--- src/rtl/aes_pkg.sv ---
// Shared constants and FSM encoding for the iterative AES-128 round controller.
package aes_pkg;

  localparam int unsigned AES_NR     = 10;
  localparam int unsigned AES_BLK_W  = 128;
  localparam int unsigned AES_KIDX_W = 4;

  typedef enum logic [1:0] {
    StIdle  = 2'd0,
    StRound = 2'd1,
    StDone  = 2'd2
  } aes_fsm_e;

endpackage

--- src/rtl/add_round_key.sv ---
// Full-width AddRoundKey: bitwise XOR of a data block with a round key.
module add_round_key
  import aes_pkg::*;
#(
  parameter int unsigned W = AES_BLK_W
) (
  input  logic [W-1:0] data,
  input  logic [W-1:0] key,
  output logic [W-1:0] result
);

  assign result = data ^ key;

endmodule

--- src/rtl/aes_round_controller.sv ---
// Iterative AES-128 sequencer: whitens the accepted block, then steps the external round
// datapath NR times and presents the ciphertext with a valid/ready handshake.
module aes_round_controller
  import aes_pkg::*;
#(
  parameter int unsigned NR    = AES_NR,
  parameter int unsigned BLK_W = AES_BLK_W
) (
  input  logic                  clk,
  input  logic                  rst,
  input  logic                  in_valid,
  output logic                  in_ready,
  input  logic [BLK_W-1:0]      plaintext,
  output logic [AES_KIDX_W-1:0] key_idx,
  input  logic [BLK_W-1:0]      round_key,
  output logic [BLK_W-1:0]      rnd_state,
  output logic                  rnd_final,
  input  logic [BLK_W-1:0]      rnd_result,
  output logic                  out_valid,
  input  logic                  out_ready,
  output logic [BLK_W-1:0]      ciphertext,
  output logic                  busy
);

  localparam logic [AES_KIDX_W-1:0] CtrLast = AES_KIDX_W'(NR);
  localparam logic [AES_KIDX_W-1:0] CtrOne  = AES_KIDX_W'(1);

  aes_fsm_e              fsm_q;
  logic [BLK_W-1:0]      state_q;
  logic [AES_KIDX_W-1:0] round_ctr_q;
  logic [BLK_W-1:0]      whitened;

  add_round_key #(
    .W(BLK_W)
  ) u_add_round_key (
    .data  (plaintext),
    .key   (round_key),
    .result(whitened)
  );

  always_comb begin
    in_ready   = (fsm_q == StIdle) | ((fsm_q == StDone) & out_ready);
    out_valid  = (fsm_q == StDone);
    busy       = (fsm_q == StRound) | (fsm_q == StDone);
    key_idx    = (fsm_q == StRound) ? round_ctr_q : '0;
    rnd_final  = (fsm_q == StRound) & (round_ctr_q == CtrLast);
    rnd_state  = state_q;
    ciphertext = state_q;
  end

  always_ff @(posedge clk or posedge rst) begin
    if (rst) begin
      fsm_q       <= StIdle;
      state_q     <= '0;
      round_ctr_q <= '0;
    end else begin
      unique case (fsm_q)
        StIdle: begin
          if (in_valid) begin
            state_q     <= whitened;
            round_ctr_q <= CtrOne;
            fsm_q       <= StRound;
          end
        end
        StRound: begin
          // An out-of-range counter can only come from an upset; drop the block.
          if ((round_ctr_q == '0) || (round_ctr_q > CtrLast)) begin
            fsm_q       <= StIdle;
            round_ctr_q <= '0;
          end else begin
            state_q <= rnd_result;
            if (round_ctr_q == CtrLast) begin
              fsm_q <= StDone;
            end else begin
              round_ctr_q <= round_ctr_q + CtrOne;
            end
          end
        end
        StDone: begin
          if (out_ready) begin
            if (in_valid) begin
              // key_idx is 0 here, so round_key is the whitening key.
              state_q     <= whitened;
              round_ctr_q <= CtrOne;
              fsm_q       <= StRound;
            end else begin
              fsm_q       <= StIdle;
              round_ctr_q <= '0;
            end
          end
        end
        default: begin
          fsm_q       <= StIdle;
          round_ctr_q <= '0;
        end
      endcase
    end
  end

endmodule

--- config.mk ---
export PLATFORM = sky130hd
export DESIGN_NAME = aes_round_controller
export DESIGN_NICKNAME = d
export VERILOG_FILES = /design/src/rtl/aes_pkg.sv /design/src/rtl/add_round_key.sv /design/src/rtl/aes_round_controller.sv
export SDC_FILE = /design/constraint.sdc
export NUM_CORES = 1
export LEC_CHECK = 0
export ABC_AREA = 1
export CAP_MARGIN = 0
export CORE_AREA = 2 2 251 253
export DETAILED_ROUTE_END_ITERATION = 7
export DIE_AREA = 0 0 253 255
export SLEW_MARGIN = 20
export SYNTH_ARGS = -nofsm -noshare
export SYNTH_HDL_FRONTEND = slang
export SYNTH_SLANG_ARGS = --single-unit
--- constraint.sdc ---
create_clock -name clk -period 8.3 [get_ports clk]
set_input_delay 1.245 -clock clk [delete_from_list [all_inputs] [get_ports clk]]
set_output_delay 1.245 -clock clk [all_outputs]
set_load 0.02 [all_outputs]
-- Word level (Yosys, flattened, before mapping)
Cells that the tools add are included.
- add/subtract/negate cells: 1
- order comparisons: 1
- equal/unequal tests: 8
- multiplexer cells: 17
- bitwise logic cells: 5
- reductions and logical operators: 7
- operator list (kind ; count):
    $mux 128 ; 3
    $pmux 128 s3 ; 1
    $xor 128x128->128 ; 1
    $mux 4 ; 5
    $pmux 4 s3 ; 1
    $reduce_and 3->1 ; 3
    $mux 2 ; 4
    $pmux 2 s3 ; 1
    $add 4x1->4 const B ; 1
    $eq 4x4->1 const B ; 1
    $gt 4x4->1 const B ; 1
    $logic_not 4->1 ; 1
    $ne 2x2->1 const B ; 2
    $ne 3x1->1 const B ; 1
    $ne 3x2->1 const B ; 1
    $reduce_bool 3->1 ; 1
    $and 1x1->1 ; 2
    $eq 2x1->1 const B ; 1
    $eq 2x2->1 const B ; 1
    $logic_not 2->1 ; 1
    $mux 1 ; 2
    $ne 2x1->1 const B ; 1
    $or 1x1->1 ; 2
    $logic_or 1x1->1 ; 1
- register bits: 134
- input port bits: 388
- output and inout port bits: 264

-- Depth between registers and ports, before layout
- depth in word-level cells: 4
- gate-level depth with buffers: 11
- gate-level depth less buffers: 9

-- By module
From an unflattened synthesis, not the netlist that was laid out.
- cells, all modules: 1820
- area total of the unflattened synthesis: 10595.2 um2
- modules (own cells, without submodules) (module ; times used ; cells each ; area each (um2)):
    aes_round_controller ; 1 ; 1180 ; 8192.9
    add_round_key ; 1 ; 640 ; 2402.3

-- Worst setup path before layout
Ideal clock, no wire load.
- path kind: in2out
- from: in out_ready
- to: out in_ready
- data arrival time: 1.468 ns
- slack: 5.587 ns
- cell stages on the path: 1
- path buffers: 0
- path through: a21o_1
- word-level cells in the longest chain between the ends: 2
- ends and longest elaborated chain (element ; RTL line ; RTL):
    start, declared ; aes_round_controller.sv:20 ; input logic out_ready,
    $and 1x1->1 ; aes_round_controller.sv:42 ; in_ready = (fsm_q == StIdle) | ((fsm_q == StDone) & out_ready);
    $or 1x1->1 ; aes_round_controller.sv:42 ;
    end, declared ; aes_round_controller.sv:12 ; output logic in_ready,
No other way between the ends.

-- Worst setup path after layout
- from: reg fsm_q[1]
- to: out rnd_final
- word-level cells in the longest chain between the ends: 2
- ends and longest elaborated chain (element ; RTL line ; RTL):
    start, declared ; aes_round_controller.sv:28 ; aes_fsm_e fsm_q;
    start signal, assigned ; aes_round_controller.sv:53 ; fsm_q <= StIdle;
    start signal, assigned ; aes_round_controller.sv:62 ; fsm_q <= StRound;
    start signal, assigned ; aes_round_controller.sv:68 ; fsm_q <= StIdle;
    $eq 2x1->1 ; aes_round_controller.sv:46 ; rnd_final = (fsm_q == StRound) & (round_ctr_q == CtrLast);
    $and 1x1->1 ; aes_round_controller.sv:46 ;
    end, declared ; aes_round_controller.sv:17 ; output logic rnd_final,
No other way between the ends.

==> flow_summary.toml <==
[sta]
tns_ns = 0
hold_viol = 0
timing.fmax_mhz = 220
finalWorstSetupSlack_ns = 3.76
finClkSkew_ns = 0.0179
fin_crit_sh = 0.547
rsz0062_at_grt = "false"
maxSlewViolCount = 0
setup_viol = 0
period_needed_ns = 4.54
tightest_slew_ns = 0.874
slew_headroom = 0.418

[synth]
synth_mux_area_frac = 0
synth_flop_cell = "dfrtp_1"
synth.most_common_cell = "nand2_1"
synth_nets = 1699
syn_area_mm2 = 0.00930
ys_seq_elements = 134
synthArstFlopShare = 1.00
seq_area_frac_synth = 0.360
synth_area_leaders = "dfrtp_1, nand2_1, buf_4"
synth_cells = 1303
synth-simple-area-share = 0.318
synth_top_family_by_area = "simple AND/OR/NAND/NOR gates"
synth_xor_xnor_area_share = 0.000941
yosys.area_share.adder = 0.0108
synth_top_area_cell = "dfrtp_1"
synth.top_cell.area_share = 0.360
syn_area_per_cell_um2 = 7.14
synth_common_cells = "nand2_1, buf_4, dfrtp_1"
ys_warn_count = 0
synth_compound_area_frac = 0.143
synth.distinct_cells = 23
synth_edf_count = 0

[global_route]
use_met3 = 0.0326
gr-total-overflow = 0
grt_max_degree = 88
grt_pass1_vias = 9208
grt.busiest_layer = "met2"
grtUsageMet2 = 0.191
met1_usage = 0.146
grt_pass1_wl_um = 56100
grt.total_usage = 0.117
antenna_found_initial = 0

[pwr]
vdd_drop_max_mv = 0.175
p_per_area_mw_per_mm2 = 390
leakagePower_nw = 6.96
switchingPower_w = 0.00301
p_sw_frac = 0.479
p_int_w = 0.00327
pwr-share-comb = 0.634
p_clk_frac = 0.139
seqPwrFrac = 0.227

[critical_path]
cp_slowest_stage_delay_ns = 0.66
crit_arrival_ns = 3.29
critical_path_required_ns = 7.05
worst_setup_path_end_kind = "primary output"
crit_chain = "inv_1 > ha_4 > buf_4 > nand2_1 > nor2_1 > clkdlybuf4s50_1"
slowest_stage = "clkdlybuf4s50_1"
startpoint_type = "flop"
path_class = "reg2out"
worst-path-max-fanout = 72

[floorplanning]
ios = 652
chipWidth_um = 253
fp.dieArea_mm2 = 0.0645
rows = 92
die_h_um = 255
coreArea_mm2 = 0.0622
initial_core_util = 0.150

[drt]
dr.pass1.iters = 5
detailroute.via_count = 10100
ant_nets = 0
detail_route.wl_per_cell_um = 15.2
drt_wl_total_um = 39600
drt_first_iter_violations = 620
drcViolationCount = 0
via_per_inst = 3.88

[clock_network]
clk_latency_ns = 0.47
clk_pin_slew_worst_paths_ns = 0.07
holdBufCountCts = 0
postCtsSetupRepairBufs = 0
cts_resized = 0
cts_root_buf = "clkbuf_16"
clkSinkCount = 134
cts_buffers = 17
cts_max_level = 4
cts_tree = "built"
cts_buffer_depth = 2

[finish]
n_antenna_cell = 0
nets = 2178
drive_gt1_frac = 0.0719
area_growth_pct = 73.1

[min_path]
hold_class = "reg2reg"

[status]
status = "complete, no violations"

[placed_design]
dp.final_hpwl_um = 31500
post-place-ws_ns = 4.02
globalplace.congestion = 0.897
port_buffers = 651

[run]
drv_cap = 0
==> final cells by class <==
type	count	area, um^2
clock inverter	11	196
multi-input combinational	952	4430
clock buffer	21	470
tap	799	1000
fill	6790	46100
inverter	18	72.6
sequential	134	3350
timing repair buffer	659	6580
==> sequential cells by signal (all words and copies together), names as in the netlist <==
register and flops:
ciphertext 128, round_ctr_q 4, fsm_q 2
==> layer usage <==
metal	vias to the layer above	share of wire
met5	-	0
met4	0	0.019
met3	38	0.067
met2	370	0.49
met1	4542	0.42
li1	5119	-
==> worst max-delay path, delay by kind of cell (launching register included) <==
| kind | cells | cell delay, ns |
|---|---|---|
| buffers and inverters | 3 | 1.39 |
| adder cells (fa/ha/maj) | 1 | 0.62 |
| flip-flops | 1 | 0.43 |
| AND/OR/NAND/NOR | 2 | 0.34 |
==> cell families (layout without fill, tap and decap cells) <==
group	count (synthesis)	in the layout
flip-flops	134	134
XOR/XNOR	1	1
buffers and inverters	217	709
AO/OA/AOI/OAI	265	265
adder cells (fa/ha/maj)	8	8
AND/OR/NAND/NOR	678	678
==> placed cells by master, fill, tap and decap left out, types with 3 or more instances in the layout <==
cell type        instances
o21ai_0                132
ha_1                     7
clkdlybuf4s50_1        651
nor2_1                   3
nand4_1                  4
dfrtp_1                134
a21oi_1                130
clkbuf_16               17
nand3_1                130
inv_1                   16
clkinv_4                 3
buf_4                    8
clkbuf_8                 3
nand2_1                455
bufinv_16                5
nand2_2                 80
==> stage by stage <==
step / hold slack (ns) / util / cells / area (um^2) / total power, W
after detailed placement: 0.493 / 0.248 / 2562 / 15400 / 0.00545
after floorplan: 0.524 / - / 1303 / 9300 / 0.00405
after global routing: 0.540 / 0.259 / 2594 / 16100 / 0.00678
after global placement: 0.493 / 0.248 / 2562 / 15400 / 0.00544
final: 0.506 / 0.259 / 2594 / 16100 / 0.00628
after CTS: 0.510 / 0.259 / 2594 / 16100 / 0.00638
==> power groups by stage <==
stage	Combinational, W	Sequential, W	Clock [W]
3_5_place_dp	0.00402	0.00144	0
5_1_grt	0.00437	0.00147	0.000939
6_report	0.00398	0.00143	0.000873
3_3_place_gp	0.00400	0.00144	0
4_1_cts	0.00403	0.00144	0.000914
2_1_floorplan	0.00243	0.00163	0
==> final timing paths <==
kind                       cells past startpoint  slack, ns                          to                 startpoint
max                                            6       3.76                   rnd_final       fsm_q[1]$_DFFE_PP0P_
min                                            2       0.51   ciphertext[2]$_DFFE_PP0P_  ciphertext[2]$_DFFE_PP0P_
max reg2reg                                   10       4.09  ciphertext[86]$_DFFE_PP0P_       fsm_q[1]$_DFFE_PP0P_
min reg2reg                                    2       0.51   ciphertext[2]$_DFFE_PP0P_  ciphertext[2]$_DFFE_PP0P_
max in group asynchronous                      3       5.73  ciphertext[51]$_DFFE_PP0P_                        rst
min in group asynchronous                      2       1.29  ciphertext[79]$_DFFE_PP0P_                        rst
Power figures use the tool's default switching activity.
